### config.mk
export PLATFORM = sky130hd
export DESIGN_NAME = shifter_ctrl8
export DESIGN_NICKNAME = d
export VERILOG_FILES = /design/src/rtl/shifter_ctrl8_pkg.sv /design/src/rtl/shifter_ctrl8_stage.sv /design/src/rtl/shifter_ctrl8.sv
export SDC_FILE = /design/constraint.sdc
export NUM_CORES = 1
export LEC_CHECK = 0
export BUFFER_PORTS_ARGS = -buffer_cell sky130_fd_sc_hd__buf_2
export CAP_MARGIN = 20
export CORE_MARGIN = 2
export CORE_UTILIZATION = 54
export DETAILED_ROUTE_END_ITERATION = 12
export PLACE_DENSITY_LB_ADDON = 0.08
export REMOVE_ABC_BUFFERS = 1
export SETUP_SLACK_MARGIN = 0.5
export SYNTH_ARGS = -nofsm -noshare
export SYNTH_HDL_FRONTEND = slang
export SYNTH_SLANG_ARGS = --single-unit
### constraint.sdc
create_clock -name clk -period 2.4 [get_ports clk]
set_input_delay 0.36 -clock clk [delete_from_list [all_inputs] [get_ports clk]]
set_output_delay 0.36 -clock clk [all_outputs]
set_load 0.03 [all_outputs]
### src/rtl/shifter_ctrl8_pkg.sv
// Shared constants and types for the multi-cycle 8-bit shifter controller.
package shifter_ctrl8_pkg;

  localparam int unsigned W = 8;

  typedef enum logic [1:0] {
    OP_LSL = 2'b00,
    OP_LSR = 2'b01,
    OP_ASR = 2'b10,
    OP_ROR = 2'b11
  } op_e;

  typedef enum logic [1:0] {
    ST_IDLE,
    ST_RUN,
    ST_DONE
  } state_e;

  // Shifts saturate at the word width; rotates wrap modulo the width.
  function automatic logic [3:0] eff_amount(input op_e op, input logic [5:0] shamt);
    if (op == OP_ROR) begin
      return {1'b0, shamt[2:0]};
    end else if (shamt > 6'd8) begin
      return 4'd8;
    end else begin
      return shamt[3:0];
    end
  endfunction

endpackage

### src/rtl/shifter_ctrl8_stage.sv
// One combinational shift step of 0..3 bit positions, one 4:1 mux per output bit.
module mx4 (
  input  logic [3:0] in_i,
  input  logic [1:0] sel_i,
  output logic       out_o
);
  assign out_o = in_i[sel_i];
endmodule

module shift_stage8
  import shifter_ctrl8_pkg::*;
(
  input  logic [W-1:0] data_i,
  input  op_e          op_i,
  input  logic [1:0]   amt_i,
  output logic [W-1:0] data_o
);

  logic [W-1:0]   shifted [4];
  logic [2*W-1:0] rot;

  always_comb begin
    rot = '0;
    for (int unsigned k = 0; k < 4; k++) begin
      rot = {data_i, data_i} >> k;
      case (op_i)
        OP_LSL:  shifted[k] = data_i << k;
        OP_LSR:  shifted[k] = data_i >> k;
        OP_ASR:  shifted[k] = $signed(data_i) >>> k;
        default: shifted[k] = rot[W-1:0];
      endcase
    end
  end

  for (genvar i = 0; i < W; i++) begin : g_bit
    mx4 u_mx4 (
      .in_i  ({shifted[3][i], shifted[2][i], shifted[1][i], shifted[0][i]}),
      .sel_i (amt_i),
      .out_o (data_o[i])
    );
  end

endmodule

### src/rtl/shifter_ctrl8.sv
// Multi-cycle shifter: accepts a request in IDLE, shifts up to 3 bits per RUN cycle
// through a single time-shared stage, and presents the result with a one-cycle done.
module shifter_ctrl8
  import shifter_ctrl8_pkg::*;
(
  input  logic         clk,
  input  logic         reset,
  input  logic         start,
  input  logic [1:0]   op,
  input  logic [W-1:0] d_in,
  input  logic [5:0]   shamt,
  output logic         busy,
  output logic         done,
  output logic [W-1:0] d_out
);

  state_e       state_q, state_d;
  logic [W-1:0] data_q, data_d;
  op_e          op_q, op_d;
  logic [3:0]   rem_q, rem_d;
  logic [W-1:0] dout_q, dout_d;
  logic [1:0]   step;
  logic [W-1:0] stage_out;

  assign step = (rem_q > 4'd3) ? 2'd3 : rem_q[1:0];

  shift_stage8 u_stage (
    .data_i (data_q),
    .op_i   (op_q),
    .amt_i  (step),
    .data_o (stage_out)
  );

  always_comb begin
    state_d = state_q;
    data_d  = data_q;
    op_d    = op_q;
    rem_d   = rem_q;
    dout_d  = dout_q;
    case (state_q)
      ST_IDLE: begin
        if (start) begin
          data_d  = d_in;
          op_d    = op_e'(op);
          rem_d   = eff_amount(op_e'(op), shamt);
          state_d = ST_RUN;
        end
      end
      ST_RUN: begin
        // A zero amount still spends one RUN cycle with a step of 0.
        data_d = stage_out;
        rem_d  = rem_q - {2'b00, step};
        if (rem_q <= 4'd3) begin
          dout_d  = stage_out;
          state_d = ST_DONE;
        end
      end
      ST_DONE: state_d = ST_IDLE;
      default: state_d = ST_IDLE;
    endcase
  end

  always_ff @(posedge clk) begin
    if (reset) begin
      state_q <= ST_IDLE;
      data_q  <= '0;
      op_q    <= OP_LSL;
      rem_q   <= '0;
      dout_q  <= '0;
    end else begin
      state_q <= state_d;
      data_q  <= data_d;
      op_q    <= op_d;
      rem_q   <= rem_d;
      dout_q  <= dout_d;
    end
  end

  assign busy  = (state_q == ST_RUN);
  assign done  = (state_q == ST_DONE);
  assign d_out = dout_q;

endmodule

==> impl_metrics.ini, run 1 <==
[critical_path]
critPathCaptureType = register
r2r_setup_slack_ns = 0.59
critPathMaxStageDelay_ns = 0.55
crit_fanout = 16
cp_data_required_time_ns = 2.66
critical_path.cell_chain = or3_1, a311oi_2, a21oi_2, a21o_1, a211oi_2
critPathArrivalTime_ns = 2.07
criticalPathCategory = reg -> reg
crit_family = compound AO/OA/AOI/OAI gates
crit_path_start_kind = register
path_buf_inv = 0
cp_slowest_cell = or3_1

[final_layout]
antenna_cells = 0
fillerInstances = 258
mostFrequentLayoutCell = buf_2
mostFrequentLayoutCells = buf_2 (28), nor2_1 (26), dfxtp_1 (22)
fin_area_sq_mm = 0.00169
drive_above_1_share_pct = 26.4
utilization_pct = 62.9
area.growth.synth_to_final_pct = 13.1
nNetsFinal = 233

[floorplanning]
die_h_microns = 56.6
start_util_pct = 55.6
core_area_sq_mm = 0.00269
row_count = 19
io_pins = 29
dieWidth_microns = 56.6
dieArea_sq_mm = 0.00320

[timing]
relSlewSlack_pct = 47.7
rsz0062_at_grt = true
finalCritPeriodShare_pct = 75.4
setup_tns_ns = 0
tightest_slew_ns = 0.784
holdWs_ns = 0.277
setup_violations = 0
fin_crit_ns = 1.81
fmax_mhz = 553
hold_viol = 0
drv_slew = 0
skew_ns = 0.00301

[drt]
drt_iter0_markers = 63
routed_via_density = 6.33
dr.pass1.iters = 4
drc = 0
ant_nets = 0
wl_microns = 3860
wl_per_cell_microns = 15.9
num_vias = 1539

[grt]
overflow = 0
grt_pass1_wl_microns = 6780
grt_start_max_net_pins = 26
grt_usage_pct = 27.0
antenna_found_initial = 0
grt_pass1_vias = 1476

[placed_design]
place_area_sq_mm = 0.00161
port_buffers = 28
hpwlAfterDp_microns = 2680
gp_congestion = 0.943

[flow_run]
maxCapViolations = 0

[clock_tree]
cts_tree = built
cts_root_buf = clkbuf_4
insertion_delay_ns = 0.32
cts-hold-fix-buffers = 0
ctsHtreeMaxLevel = 1
clockBufferDepth = 2
clkTransAtPathRegs_ns = 0.14
cts_buffers = 3
clock_sinks = 24

[logic_synthesis]
ys_types = 44
synth_edf_count = 0
ys_ff_latch = 24
synthFlopType = dfxtp_1
async_reset_ff_share_pct = 0
synth-seq-area-share_pct = 32.2
synth_area_sq_mm = 0.00149
synth_area_per_cell_sq_um = 7.78
netlist_instances = 192
yosysWarnings = 0

[pwr]
ir_drop_mv = 0.437
p_leak_nw = 0.663
p_total_mw = 1.21
pwr_density_cell_mw_per_mm2 = 718

[outcome]
status = completed

[min_path]
min_path_type = in -> reg
-- logic make-up after synthesis --
kind of cell	Yosys count	share of synthesized area, %
AND/OR/NAND/NOR	72	24.3
multiplexers	6	5.02
flip-flops	24	32.2
AO/OA/AOI/OAI	70	31.4
buffers and inverters	19	6.28
adder cells (fa/ha/maj)	1	0.837
-- worst register-to-register path: stages, from the launching register on --
cell,delay (ns)
dfxtp_1,0.48
or3_1,0.56
a311oi_2,0.25
a21oi_2,0.06
a21o_1,0.20
a211oi_2,0.21
-- through the flow --
step	instances	setup WS [ns]
after floorplan	174	0.706
after CTS	241	0.528
after detailed placement	236	0.521
after global placement	236	0.590
final	243	0.592
after global routing	243	0.494
-- layout make-up --
| cell class | instances | area, sq um | share of cell area (%) |
|---|---|---|---|
| clock inverters | 1 | 30.0 | 1.78 |
| multi-input cells | 149 | 925 | 54.7 |
| repair buffers | 33 | 178 | 10.5 |
| clock buffers | 3 | 22.5 | 1.33 |
| repair inverters | 1 | 5.00 | 0.296 |
| flip-flops and latches | 24 | 483 | 28.6 |
| inverters | 1 | 7.51 | 0.444 |
| well taps | 31 | 38.8 | 2.30 |
-- sequential cells by signal, indices dropped and copies added, names as in the netlist --
| signal | count |
|---|---|
| d_out | 8 |
| state_q | 2 |
| data_q | 8 |
| rem_q | 4 |
| op_q | 2 |
-- worst paths after layout --
check / cells after the start / startpoint / end
setup / recovery: 5 / rem_q[0] / data_q[4]
hold / removal: 3 / shamt[0] / rem_q[0]
setup reg to reg: 5 / rem_q[0] / data_q[4]
hold reg to reg: 2 / d_out[6] / d_out[6]
-- synthesized netlist by cell type, types with 3 or more instances --
library cell | count | area (sq um)
or3_1 | 3 | 18.8
nor2_1 | 26 | 97.6
buf_2 | 3 | 15.0
nand2_1 | 13 | 48.8
o21ai_0 | 14 | 70.1
o21bai_1 | 4 | 30.0
a21oi_1 | 16 | 80.1
dfxtp_1 | 24 | 480
or2_2 | 3 | 18.8
clkbuf_1 | 10 | 37.5
nor4_1 | 3 | 18.8
a31oi_1 | 5 | 31.3
mux2i_1 | 3 | 30.0
a22oi_1 | 5 | 37.5
a211oi_1 | 13 | 97.6
a221oi_1 | 4 | 35.0
nor3_1 | 9 | 45.0
-- where the power goes --
part | switching, mW | internal [mW]
logic | 0.240 | 0.165
registers | 0.0663 | 0.441
clock network | 0.132 | 0.169
-- metal layers --
metal | wire length [microns] | track usage, % | share of wire [%] | vias to the layer above
met2 | 1870 | 43.7 | 48 | 68
met3 | 303 | 3.46 | 7.8 | 11
met1 | 1600 | 36.0 | 41 | 706
met4 | 96 | 11.2 | 2.5 | 0
met5 | 0 | 0 | 0 | -
li1 | - | - | - | 754
-- timing repair --
action | 4_1_cts | 5_1_grt
gates resized for setup | 3 | 2
gates cloned | 1 | 0
buffers inserted | 0 | 2
endpoints found under the hold margin | 0 | 0
setup endpoints to repair | 2 | 4
Note: power is estimated with default switching activity, not from simulation.
==> run 2, diff against run 1 <==
--- a/config.mk
+++ b/config.mk
@@ -5,10 +5,11 @@
 export SDC_FILE = /design/constraint.sdc
 export NUM_CORES = 1
 export LEC_CHECK = 0
+export ABC_AREA = 1
 export BUFFER_PORTS_ARGS = -buffer_cell sky130_fd_sc_hd__buf_2
 export CAP_MARGIN = 20
 export CORE_MARGIN = 2
-export CORE_UTILIZATION = 54
+export CORE_UTILIZATION = 50
 export DETAILED_ROUTE_END_ITERATION = 12
 export PLACE_DENSITY_LB_ADDON = 0.08
 export REMOVE_ABC_BUFFERS = 1
==> constraint.sdc (replaced) <==
create_clock -name clk -period 1.57 [get_ports clk]
set_input_delay 0.2355 -clock clk [delete_from_list [all_inputs] [get_ports clk]]
set_output_delay 0.2355 -clock clk [all_outputs]
set_load 0.03 [all_outputs]
==> impl_metrics.ini, run 2 <==
[pwr]
p_leak_nw = 1.01
ir_drop_mv = 0.734
p_total_mw = 2.27
pwr_density_cell_mw_per_mm2 = 1040

[final_layout]
mostFrequentLayoutCell = nand2_1
antenna_cells = 0
final_cells = 340
drive_above_1_share_pct = 36.1
mostFrequentLayoutCells = nand2_1 (54), nor2_1 (32), inv_1 (21), nand3_1 (21)
area.growth.synth_to_final_pct = 36.4
nNetsFinal = 317

[logic_synthesis]
netlist_instances = 251
yosysTopAreaCellShare_pct = 30.2
async_reset_ff_share_pct = 0
synth-seq-area-share_pct = 30.2
synthFlopType = dfxtp_1
yosysWarnings = 0
synth_top_cell_by_area = dfxtp_1
synth_area_per_cell_sq_um = 6.35
synth_edf_count = 0
ys_ff_latch = 24
synth_area_leaders = dfxtp_1 (30%), nand2_1 (13%), nor2_1 (7.8%), nand3_1 (6.6%), o21ai_0 (6.3%)
synth_area_sq_mm = 0.00159
ys_types = 29
synth.most_common_cell = nand2_1
synth_common_cells = nand2_1 (57), nor2_1 (33), inv_1 (25), dfxtp_1 (24), nand3_1 (21)

[timing]
holdWs_ns = 0.201
setup_violations = 0
fin_crit_ns = 1.40
relSlewSlack_pct = 58.9
rsz0062_at_grt = true
setup_tns_ns = 0
setup_ws_ns = 0.166
tightest_slew_ns = 0.609
hold_viol = 0
drv_slew = 0
skew_ns = 0.00261
fmax_mhz = 712
finalCritPeriodShare_pct = 89.4

[placed_design]
dp_cells = 318
pre_cts_ws_ns = 0.0876
gp_congestion = 0.887
port_buffers = 28
hpwlAfterDp_microns = 2960

[critical_path]
cp_data_required_time_ns = 1.83
cp-startpoint = rem_q[2]
crit_fanout = 15
r2r_start = rem_q[2]
criticalPathCategory = reg -> reg
critPathArrivalTime_ns = 1.67
r2r_setup_slack_ns = 0.17
crit_path_start_kind = register
critPathCaptureType = register

[floorplanning]
start_util_pct = 52.2
die_h_microns = 60.4
dieArea_sq_mm = 0.00365
row_count = 20
io_pins = 29
dieWidth_microns = 60.4
core_area_sq_mm = 0.00305

[grt]
met3_usage_pct = 2.13
grt_pass1_vias = 1519
top_usage_layer = met2
grt_start_max_net_pins = 18
grt_usage_pct = 25.2
met1_usage_pct = 33.9
overflow = 0
met2_usage_pct = 42.9
grt_pass1_wl_microns = 6930
antenna_found_initial = 0

[min_path]
min_path_type = in -> reg
min_from = op[1]

[clock_tree]
ctsHtreeMaxLevel = 1
cts-hold-fix-buffers = 0
clock_sinks = 24
clkTransAtPathRegs_ns = 0.14
insertion_delay_ns = 0.32
cts_root_buf = clkbuf_4
clockBufferDepth = 2
cts_buffers = 3
cts_tree = built

[drt]
drc = 0
num_vias = 1773
dr.pass1.iters = 4
ant_nets = 0
wl_microns = 4620
routed_via_density = 5.21
wl_per_cell_microns = 13.6
drt_iter0_markers = 138

[outcome]
status = completed

[flow_run]
maxCapViolations = 0
-- run 2: cell count changes after synthesis, moves of 8 or more --
cell	change
nand3_1	+19
nand2_1	+44
inv_2	+9
nor3_1	-9
inv_1	+24
clkbuf_1	-8
o21ai_1	+13
a211oi_1	-13
-- run 2: critical path: stages (launching register included) --
cell and delay (ns):
dfxtp_4 0.40, nor2_4 0.21, nand2_8 0.13, buf_4 0.16
nand3_1 0.07, o211ai_1 0.08, nand2_1 0.12, nand2_1 0.07
a21oi_1 0.11
-- run 2: cell families (layout without fill, tap and decap cells) --
group,count (synthesis),in the layout,share of synthesized area [%]
adders and majority gates,1,1,0.785
DFF,24,24,30.2
AOI/OAI and AO/OA,60,60,20.9
and+or+nand+nor,125,127,36.0
buffers and inverters,41,84,12.2
-- run 2: path summary, 6_finish.rpt --
check,endpoint,cells after the start
hold reg to reg,d_out[6],2
setup reg to reg,data_q[1],8
hold / removal,op_q[1],3
setup / recovery,data_q[1],8
-- run 2: per-stage QoR --
step | instance area [sq um] | utilization [%]
4_1_cts | 2010 | 65.8
3_5_place_dp | 1740 | 56.9
2_1_floorplan | 1530 | -
5_1_grt | 2170 | 71.2
6_report | 2170 | 71.2
3_3_place_gp | 1740 | 56.9
-- run 2: what timing repair did --
| action | 4_1_cts | 5_1_grt |
|---|---|---|
| gates resized for setup | 56 | 25 |
| setup endpoints to repair | 34 | 33 |
| gates cloned | 1 | 1 |
| pin swaps | 11 | 12 |
| setup buffers | 8 | 8 |
-- run 2: area by class of cell --
class	count	area, sq um
clock inverters	1	30.0
multi-input cells	188	1040
well taps	44	55.1
inverters	34	150
clock buffers	3	22.5
fillers	272	880
flip-flops and latches	24	512
repair buffers	46	365
-- run 2: per-layer routing --
layer / vias up / part of all wire (%) / wire (microns)
met5: - / 0 / 0
met4: 0 / 1.8 / 85
met1: 794 / 44 / 2050
met2: 64 / 49 / 2260
li1: 903 / - / -
met3: 12 / 4.8 / 222
-- run 2: where the power goes --
| group | leakage, nW | switching, mW | internal (mW) |
|---|---|---|---|
| clock network | 0.0279 | 0.194 | 0.258 |
| logic | 0.776 | 0.619 | 0.434 |
| registers | 0.205 | 0.0824 | 0.681 |
==> run 3, diff against run 2 <==
--- a/config.mk
+++ b/config.mk
@@ -9,11 +9,13 @@
 export BUFFER_PORTS_ARGS = -buffer_cell sky130_fd_sc_hd__buf_2
 export CAP_MARGIN = 20
 export CORE_MARGIN = 2
-export CORE_UTILIZATION = 50
+export CORE_UTILIZATION = 51
+export CTS_CLUSTER_SIZE = 24
 export DETAILED_ROUTE_END_ITERATION = 12
 export PLACE_DENSITY_LB_ADDON = 0.08
 export REMOVE_ABC_BUFFERS = 1
 export SETUP_SLACK_MARGIN = 0.5
 export SYNTH_ARGS = -nofsm -noshare
 export SYNTH_HDL_FRONTEND = slang
+export SYNTH_HIERARCHICAL = 1
 export SYNTH_SLANG_ARGS = --single-unit
==> impl_metrics.ini, run 3 <==
[floorplanning]
io_pins = 29
dieArea_sq_mm = 0.00404
core_area_sq_mm = 0.00336
die_h_microns = 63.6
row_count = 21
start_util_pct = 53.8
dieWidth_microns = 63.6

[flow_run]
maxCapViolations = 0

[pwr]
p_sw_share_pct = 43.3
pwr_density_cell_mw_per_mm2 = 935
switching_power_mw = 1.05
combPwrFrac_pct = 54.8
p_total_mw = 2.43
power_frac_seq_pct = 31.2
ir_drop_mv = 0.983
clockPowerShare_pct = 13.9
p_leak_nw = 1.25
internal-power_mw = 1.38

[critical_path]
cp_data_required_time_ns = 1.79
r2r_start = rem_q[2]
r2r_setup_slack_ns = 0.08
crit_path_start_kind = register
critPathMaxStageDelay_ns = 0.37
crit_fanout = 12
cp_slowest_cell = dfxtp_2
criticalPathCategory = reg -> reg
critPathArrivalTime_ns = 1.71
worstRegToRegCells = 11
r2r_end = data_q[1]
critical_path.cell_chain = nor2_4, nand2_2, buf_6, inv_1, nand2_2, nand3_2, nand2_2, inv_2, nand2_1, o211ai_1, a21oi_2
cpMostUsedCell = nand2_2
critPathCaptureType = register

[timing]
fmax_mhz = 672
tightest_slew_ns = 0.462
relSlewSlack_pct = 69.1
holdWs_ns = 0.170
setup_tns_ns = 0
finalCritPeriodShare_pct = 94.8
rsz0062_at_grt = true
fin_crit_ns = 1.49
skew_ns = 0.00623
setup_violations = 0
hold_viol = 0
drv_slew = 0

[logic_synthesis]
synth-simple-area-share_pct = 40.1
synthFlopType = dfxtp_1
muxShareOfSynthArea_pct = 0
synth_top_family_by_area = simple AND/OR/NAND/NOR gates
yosysTopAreaCellShare_pct = 26.5
synth_top_cell_by_area = dfxtp_1
synth_common_cells = nand2_1 (77), inv_1 (69), nand3_1 (32), nor2_1 (27), dfxtp_1 (24)
synth_edf_count = 0
synth_area_per_cell_sq_um = 6.01
synthAdderAreaFrac_pct = 0.691
yosysWarnings = 6
synth-seq-area-share_pct = 26.5
synth.most_common_cell = nand2_1
ys_ff_latch = 24
netlist_instances = 301
async_reset_ff_share_pct = 0
synth_area_sq_mm = 0.00181
synth-compound-area-share_pct = 14.8
synth_xor_area_share_pct = 0
synth_area_leaders = dfxtp_1 (27%), nand2_1 (16%), inv_1 (14%), nand3_1 (8.8%), nor2_1 (5.6%)
ys_types = 25

[outcome]
status = completed

[grt]
met1_usage_pct = 32.8
grt_pass1_vias = 1782
overflow = 0
antenna_found_initial = 0
top_usage_layer = met2
met2_usage_pct = 44.6
grt_pass1_wl_microns = 8230
grt_start_max_net_pins = 14
met3_usage_pct = 4.11
grt_usage_pct = 25.5

[clock_tree]
insertion_delay_ns = 0.32
clkTransAtPathRegs_ns = 0.13
cts-hold-fix-buffers = 0
cts_buffers = 3
cts_root_buf = clkbuf_4
ctsHtreeMaxLevel = 1
clock_sinks = 24
clockBufferDepth = 2
cts_tree = built

[drt]
wl_microns = 5300
ant_nets = 0
wl_per_cell_microns = 13.1
drc = 0
drt_iter0_markers = 120
num_vias = 2034
routed_via_density = 5.03
dr.pass1.iters = 4

[placed_design]
gp_congestion = 0.829
port_buffers = 28
dp_cells = 382
hpwlAfterDp_microns = 3210

[final_layout]
area.growth.synth_to_final_pct = 43.5
utilization_pct = 77.3
mostFrequentLayoutCell = inv_1
fillerInstances = 278
antenna_cells = 0
drive_above_1_share_pct = 45.5
mostFrequentLayoutCells = inv_1 (63), nand2_1 (56), nand2_2 (27)
nNetsFinal = 379
final_cells = 404

[min_path]
hold_depth = 3
holdPathEnd = op_q[0]
min_path_type = in -> reg
min_from = op[0]
-- run 3: changes by cell type in the layout (fill, tap and decap cells not counted), sizes merged, moves of 2 or more --
cell	change
o311ai	-2
inv	+40
o211ai	+3
o21ai	-12
buf	+11
nand2	+26
a21oi	-6
nand3	+11
nor2	-7
-- run 3: final cells by class --
cell class                      count  area [sq um]  area share [%]
Sequential cell                    24           509            19.6
Inverter                           74           295            11.4
Multi-Input combinational cell    199          1210            46.6
Tap cell                           46          57.6            2.21
Timing Repair Buffer               57           489            18.8
Clock buffer                        4          36.3            1.40
-- run 3: layer usage --
layer / share of wire (%) / wire length (microns)
met1: 44 / 2340
met2: 51 / 2720
met3: 3.4 / 179
met4: 1.1 / 58
met5: 0 / 0
-- run 3: per-stage QoR --
step                worst slack [ns]  cell area, sq um
global placement             -0.0123              2050
floorplan                    -0.0565              1760
CTS                            0.134              2370
finish                        0.0812              2600
detailed placement           -0.0351              2050
global route                 -0.0575              2600
-- run 3: power by group through the flow --
stage	sequential [mW]	clock (mW)	combinational (mW)
after global placement	0.745	0	0.916
final	0.759	0.339	1.33
after detailed placement	0.746	0	0.926
after CTS	0.749	0.344	1.12
after global routing	0.766	0.363	1.48
after floorplan	0.775	0	0.632
-- run 3: worst max-delay path by stage --
stage	from	to	slack (ns)	cells after the start
4_1_cts	op_q[0]	data_q[3]	0.13	11
6_report	rem_q[2]	data_q[1]	0.08	11
3_3_place_gp	op_q[0]	data_q[3]	-0.01	11
2_1_floorplan	rem_q[2]	data_q[3]	-0.06	10
3_5_place_dp	op_q[0]	data_q[3]	-0.04	11
5_1_grt	rem_q[2]	data_q[1]	-0.06	11
-- run 3: kinds of logic (layout without fill, tap and decap cells) --
kind of cell	count (synthesis)	count (layout)
and+or+nand+nor	156	157
buffers and inverters	79	135
AOI/OAI and AO/OA	41	41
DFF	24	24
adders and majority gates	1	1
-- run 3: repair_timing --
item	CTS	global route
pin swaps	14	27
resized for setup	70	66
cloned	2	1
setup buffers	11	4
setup endpoints to repair	34	33
-- run 3: critical path, delay by kind of cell, from the launching register on --
family	cells	cell delay, ns
buffers and inverters	3	0.32
AOI/OAI and AO/OA	2	0.18
and+or+nand+nor	6	0.53
DFF	1	0.37
